==> config.mk <==
export PLATFORM = sky130hd
export DESIGN_NAME = report_arb
export DESIGN_NICKNAME = d
export VERILOG_FILES = /design/src/rtl/report_arb.sv
export SDC_FILE = /design/constraint.sdc
export NUM_CORES = 1
export LEC_CHECK = 0
export ABC_AREA = 1
export CORE_AREA = 4 4 221 223
export CTS_BUF_LIST = sky130_fd_sc_hd__clkbuf_8
export CTS_CLUSTER_DIAMETER = 150
export DETAILED_ROUTE_END_ITERATION = 12
export DIE_AREA = 0 0 225 227
export HOLD_SLACK_MARGIN = 0.08
export PLACE_DENSITY = 0.46
export SYNTH_ARGS = -nofsm -noshare
export SYNTH_HDL_FRONTEND = slang
export SYNTH_SLANG_ARGS = --single-unit
==> constraint.sdc <==
create_clock -name clk -period 13.5 [get_ports clk]
set_input_delay 2.7 -clock clk [delete_from_list [all_inputs] [get_ports clk]]
set_output_delay 2.7 -clock clk [all_outputs]
set_load 0.05 [all_outputs]
==> src/rtl/report_arb.sv <==
// report_arb: three-source round-robin packet arbiter merging report streams
// toward the FPGA OS. A grant is held for one whole packet (head..tail) and the
// merged stream is registered with one cycle of latency.
// Optional watchdog: define REPORT_ARB_TIMEOUT_EN to terminate packets whose
// grant lasts TIMEOUT_CYCLES cycles and count them in out_rpt_timeout_cnt.
module report_arb #(
    parameter     PLATFORM       = "xilinx",
    parameter int TIMEOUT_CYCLES = 1024
) (
    input  logic         clk,
    input  logic         rst,
    input  logic [2:0]   in_rpt_req,
    output logic [2:0]   out_rpt_gnt,
    input  logic [133:0] in_rpt_data_0,
    input  logic [133:0] in_rpt_data_1,
    input  logic [133:0] in_rpt_data_2,
    input  logic         in_rpt_data_wr_0,
    input  logic         in_rpt_data_wr_1,
    input  logic         in_rpt_data_wr_2,
    input  logic         in_rpt_data_valid_0,
    input  logic         in_rpt_data_valid_1,
    input  logic         in_rpt_data_valid_2,
    input  logic         in_rpt_data_valid_wr_0,
    input  logic         in_rpt_data_valid_wr_1,
    input  logic         in_rpt_data_valid_wr_2,
    output logic [133:0] out_arm_data,
    output logic         out_arm_data_wr,
    output logic         out_arm_data_valid,
    output logic         out_arm_data_valid_wr,
    output logic [15:0]  out_rpt_timeout_cnt
);

    typedef enum logic [1:0] {IDLE, GRANT, XFER} state_t;

    state_t       state, state_nxt;
    logic [1:0]   rr_ptr, rr_ptr_nxt;
    logic [1:0]   gnt_idx, gnt_idx_nxt, pick_idx;
    logic [2:0]   gnt_nxt;
    logic [133:0] sel_data, data_nxt;
    logic         sel_wr, sel_vld, sel_vld_wr;
    logic         wr_nxt, vld_nxt, vld_wr_nxt;

    // PLATFORM only tags the vendor; it has no functional effect.
    logic unused_platform;
    assign unused_platform = (PLATFORM == "");

    function automatic logic [1:0] next_idx(input logic [1:0] i);
        return (i == 2'd2) ? 2'd0 : i + 2'd1;
    endfunction

    // Steer the currently granted source onto the internal select bus.
    always_comb begin
        sel_data   = '0;
        sel_wr     = 1'b0;
        sel_vld    = 1'b0;
        sel_vld_wr = 1'b0;
        case (gnt_idx)
            2'd0: begin
                sel_data = in_rpt_data_0; sel_wr = in_rpt_data_wr_0;
                sel_vld = in_rpt_data_valid_0; sel_vld_wr = in_rpt_data_valid_wr_0;
            end
            2'd1: begin
                sel_data = in_rpt_data_1; sel_wr = in_rpt_data_wr_1;
                sel_vld = in_rpt_data_valid_1; sel_vld_wr = in_rpt_data_valid_wr_1;
            end
            2'd2: begin
                sel_data = in_rpt_data_2; sel_wr = in_rpt_data_wr_2;
                sel_vld = in_rpt_data_valid_2; sel_vld_wr = in_rpt_data_valid_wr_2;
            end
            default: ;
        endcase
    end

    // First requester at or after rr_ptr in circular order 0,1,2.
    always_comb begin
        logic [1:0] cand;
        logic       found;
        cand     = rr_ptr;
        found    = 1'b0;
        pick_idx = 2'd0;
        for (int k = 0; k < 3; k++) begin
            if (!found && in_rpt_req[cand]) begin
                pick_idx = cand;
                found    = 1'b1;
            end
            cand = next_idx(cand);
        end
    end

`ifdef REPORT_ARB_TIMEOUT_EN
    logic [31:0] wd_cnt;
    logic [15:0] to_cnt;
    logic        wd_hit;

    // Fires on the TIMEOUT_CYCLES-th cycle spent holding a grant.
    assign wd_hit = (state != IDLE) && (wd_cnt == 32'(TIMEOUT_CYCLES - 1));

    // Watchdog: cleared while idle (hence on every new grant), counts while granted.
    always_ff @(posedge clk or posedge rst) begin
        if (rst)                 wd_cnt <= '0;
        else if (state == IDLE)  wd_cnt <= '0;
        else                     wd_cnt <= wd_cnt + 32'd1;
    end

    // Saturating count of watchdog-terminated packets.
    always_ff @(posedge clk or posedge rst) begin
        if (rst)                               to_cnt <= '0;
        else if (wd_hit && to_cnt != 16'hFFFF) to_cnt <= to_cnt + 16'd1;
    end

    assign out_rpt_timeout_cnt = to_cnt;
`else
    logic unused_timeout;
    assign unused_timeout      = (TIMEOUT_CYCLES == 0);
    assign out_rpt_timeout_cnt = '0;
`endif

    // Next-state and next-output decode; all outputs idle to zero by default.
    always_comb begin
        state_nxt   = state;
        gnt_nxt     = out_rpt_gnt;
        gnt_idx_nxt = gnt_idx;
        rr_ptr_nxt  = rr_ptr;
        data_nxt    = '0;
        wr_nxt      = 1'b0;
        vld_nxt     = 1'b0;
        vld_wr_nxt  = 1'b0;
        case (state)
            IDLE: if (|in_rpt_req) begin
                gnt_idx_nxt = pick_idx;
                gnt_nxt     = 3'b001 << pick_idx;
                state_nxt   = GRANT;
            end
            // Wait for a proper head; anything else from the granted source is dropped.
            GRANT: if (sel_wr && sel_data[133:132] == 2'b01) begin
                data_nxt  = sel_data;
                wr_nxt    = 1'b1;
                state_nxt = XFER;
            end
            XFER: begin
                if (sel_wr) begin
                    data_nxt = sel_data;
                    wr_nxt   = 1'b1;
                end
                if (sel_vld_wr) begin
                    vld_nxt    = sel_vld;
                    vld_wr_nxt = 1'b1;
                    gnt_nxt    = '0;
                    rr_ptr_nxt = next_idx(gnt_idx);
                    state_nxt  = IDLE;
                end
            end
            default: state_nxt = IDLE;
        endcase
`ifdef REPORT_ARB_TIMEOUT_EN
        // Watchdog overrides whatever the source is doing this cycle.
        if (wd_hit) begin
            data_nxt   = '0;
            wr_nxt     = 1'b0;
            vld_nxt    = 1'b0;
            vld_wr_nxt = 1'b0;
            if (state == XFER) begin
                data_nxt   = {2'b10, 4'd0, 128'd0};
                wr_nxt     = 1'b1;
                vld_wr_nxt = 1'b1;
            end
            gnt_nxt    = '0;
            rr_ptr_nxt = next_idx(gnt_idx);
            state_nxt  = IDLE;
        end
`endif
    end

    // State, arbitration pointer and registered outputs.
    always_ff @(posedge clk or posedge rst) begin
        if (rst) begin
            state                 <= IDLE;
            rr_ptr                <= 2'd0;
            gnt_idx               <= 2'd0;
            out_rpt_gnt           <= '0;
            out_arm_data          <= '0;
            out_arm_data_wr       <= 1'b0;
            out_arm_data_valid    <= 1'b0;
            out_arm_data_valid_wr <= 1'b0;
        end else begin
            state                 <= state_nxt;
            rr_ptr                <= rr_ptr_nxt;
            gnt_idx               <= gnt_idx_nxt;
            out_rpt_gnt           <= gnt_nxt;
            out_arm_data          <= data_nxt;
            out_arm_data_wr       <= wr_nxt;
            out_arm_data_valid    <= vld_nxt;
            out_arm_data_valid_wr <= vld_wr_nxt;
        end
    end

endmodule

==> flow_metrics.py <==
metrics = {
    "timing": {
        "period_share_pct": 36.6,
        "slew_violations": 0,
        "fin_crit_ps": 4940,
        "hold_violations": 0,
        "rsz0062_at_grt": "false",
        "worstMarginPinSlew_ps": 1130,
        "setup_viol": 0,
        "tns_ps": 0,
        "fmax_ghz": 0.202,
        "slew_headroom_pct": 24.5,
        "finalClockSkew_ps": 17.0,
    },
    "floorplan": {
        "die_h_um": 227,
        "core_um2": 46600,
        "dieArea_um2": 51100,
        "ios": 572,
        "start_util_pct": 15.2,
        "rows": 79,
        "die_w_um": 225,
    },
    "setup_path": {
        "reg2regPathDepth": 13,
        "crit_path_top_delay_cell": "buf_4",
        "r2r_setup_slack_ps": 8810,
        "crit-reg2reg-launch": "gnt_idx[0]",
        "cp.arrival_ps": 5260,
        "cpMostUsedCell": "nor2_1",
        "path_cells": "clkdlybuf4s50_1 -> inv_1 -> nor2_1 -> nor2_1 -> inv_2 -> nor2_2 -> nand2_1 -> nand2_1 -> nand2_8 -> buf_4 -> nor2_1",
        "critPathMaxStageDelay_ps": 860,
        "cp-end-kind": "register",
        "r2r_end": "out_arm_data[72]",
        "worst-setup-path-type": "in -> reg",
        "worstPathMaxFanout": 74,
        "cp.required_ps": 13810,
        "crit_family": "buffers and inverters",
        "start_kind": "input port",
        "cp.buffers_inverters": 4,
    },
    "clock_tree": {
        "cts_buffers": 17,
        "cts.sinks": 146,
        "cts_buffer_depth": 2,
        "cts_setup_buffers": 0,
        "hold_buffers": 0,
        "cts_tree": "built",
        "ctsHtreeMaxLevel": 4,
        "cts_resized": 0,
        "clock_tree.root_cell": "clkbuf_8",
        "insertion_delay_ps": 470,
        "clk_pin_slew_ps": 80,
    },
    "routing": {
        "highest-signal-layer": "met4",
        "viasPerCell": 3.99,
        "drt_iter0_drc": 263,
        "finalWirelength_mm": 35.3,
        "wirelength_met1_mm": 13.4,
        "vias": 7483,
        "wl_met3_mm": 2.78,
        "dr.pass1.iters": 5,
        "drtAntennaViolNets": 0,
        "wl_met2_mm": 18.6,
        "avgRoutedWirePerCell_um": 18.8,
        "drc_errors": 0,
    },
    "logic_synthesis": {
        "synth.distinct_cells": 24,
        "yosys.area_share.xor_xnor_pct": 0,
        "yosys.area_share.simple_pct": 14.0,
        "netlist_area_um2": 7090,
        "synth_top_family_by_area": "compound AO/OA/AOI/OAI gates",
        "ys_seq_elements": 146,
        "synth-compound-area-share_pct": 26.7,
        "synth.mux.area_fraction_pct": 0,
        "ys_seq_area_share_pct": 51.5,
        "syn_area_per_cell_um2": 9.68,
        "syn_inst": 732,
        "yosys_warnings": 0,
        "yosys.area_share.adder_pct": 0.530,
    },
    "power_and_ir_drop": {
        "ir_drop_mv": 0.107,
        "power.leakage_nw": 5.69,
        "power_density_nw_per_um2": 144,
        "finalPower_mw": 1.95,
    },
    "layout": {
        "fin_util_pct": 29.2,
        "fin_area_um2": 13600,
        "layout-area-overhead-vs-synth_pct": 91.5,
        "drive_gt1_share_pct": 9.47,
        "fin_nets": 1673,
        "n_fill_cell": 4914,
    },
    "grt": {
        "grt_max_degree": 82,
        "grt_use_total_pct": 12.9,
        "antenna_found_initial": 2,
        "gr-total-overflow": 0,
        "grt_pass1_wl_mm": 49.9,
        "grt_pass1_vias": 7996,
    },
    "run_status": {
        "status": "completed",
    },
    "hold_path": {
        "min_to": "out_rpt_gnt[2]",
        "min_path_type": "reg -> reg",
        "holdPathStages": 2,
        "min_from": "out_rpt_gnt[2]",
    },
    "placed_design": {
        "hpwl_mm": 27.2,
        "port_buffers": 555,
        "gp_congestion": 0.788,
        "dpl_cell_area_um2": 13100,
    },
    "job": {
        "cap_violations": 0,
    },
}
==> registers in the layout (all words and copies together), names as in the netlist <==
register	count
out_rpt_gnt	3
rr_ptr	2
state	2
gnt_idx	2
out_arm_data_valid_wr	1
out_arm_data_valid	1
out_arm_data_wr	1
out_arm_data	134
==> how the worst max path moves through the flow <==
| stage | from | to | cells past startpoint |
|---|---|---|---|
| finish | in_rpt_data_0[133] | out_arm_data[72] | 11 |
| global placement | in_rpt_data_0[133] | out_arm_data[75] | 11 |
| detailed placement | in_rpt_data_0[133] | out_arm_data[74] | 11 |
| floorplan | rst | gnt_idx[0] | 1 |
| CTS | in_rpt_data_0[133] | out_arm_data[74] | 11 |
| global route | in_rpt_data_0[133] | out_arm_data[71] | 11 |
==> cell families (layout without fill, tap and decap cells) <==
family | count (synthesis) | after routing
other | 1 | 17
buffers and inverters | 98 | 618
adders and majority gates | 3 | 3
and+or+nand+nor | 208 | 208
DFF | 146 | 146
AOI/OAI and AO/OA | 276 | 276
==> cells in the final DEF, fill, tap and decap left out, drive strengths merged, types with 8 or more instances in the layout <==
| cell type | Yosys | final |
|---|---|---|
| dfrtp | 146 | 146 |
| nor2 | 144 | 144 |
| clkbuf | 33 | 21 |
| buf | 42 | 8 |
| nand2 | 48 | 48 |
| clkdlybuf4s50 | 0 | 555 |
| a22o | 132 | 132 |
| a21oi | 134 | 134 |
| inv | 23 | 27 |
| conb | 1 | 16 |
| nand3 | 12 | 12 |
==> where the power goes <==
part           switching [mW]  internal (mW)
Sequential             0.0342          0.486
Combinational           0.650          0.397
Clock                   0.183          0.204
==> area by class of cell <==
cell class	count	area (µm²)	area share (%)
multi-input combinational	503	3010	22.2
clock buffer	21	289	2.13
sequential	146	3650	26.9
antenna	1	2.50	0.0184
tap	607	759	5.60
clock inverter	11	150	1.11
inverter	23	91.3	0.673
timing repair buffer	563	5620	41.4
==> worst reg2reg max path: stages, from the launching register on <==
cell and delay [ps]:
dfrtp_2 870, buf_4 550, inv_2 100, nor2_4 830, nand2_1 190, nand2_1 120, nor2_1 80, inv_2 60
nor2_2 40, nand2_1 80, nand2_1 130, nand2_8 400, buf_4 960, nor2_1 140
==> through the flow <==
step	worst slack, ps	hold WS, ps	cells
after floorplan	6880	467	747
after global placement	8070	468	1842
after detailed placement	8050	467	1842
after CTS	8590	487	1874
after global routing	8330	539	1875
final	8560	478	1875
==> cells in the mapped netlist <==
cell / number / area, µm²
inv_2: 4 / 15.0
nand2_1: 47 / 176
inv_1: 19 / 71.3
nor2_1: 72 / 270
a21oi_1: 134 / 671
buf_1: 6 / 22.5
buf_6: 9 / 101
o21ai_0: 4 / 20.0
nor2_2: 72 / 450
buf_4: 17 / 128
buf_2: 10 / 50.1
a31oi_1: 3 / 18.8
nand3_2: 1 / 10.0
conb_1: 1 / 3.75
clkbuf_1: 33 / 124
nand4_1: 3 / 18.8
o211ai_1: 2 / 15.0
nor3_1: 1 / 5.00
o2111ai_1: 1 / 8.76
nand2_2: 1 / 6.26
a22o_1: 132 / 1160
dfrtp_1: 146 / 3650
nand3_1: 11 / 55.1
ha_1: 3 / 37.5
==> per-layer routing <==
layer  vias to the layer above  GRT usage [%]
li1                       3578              -
met1                      3566           14.1
met2                       318           24.3
met3                        21           3.61
met4                         0           3.72
met5                         -              0
(Power assumes the default switching activity.)
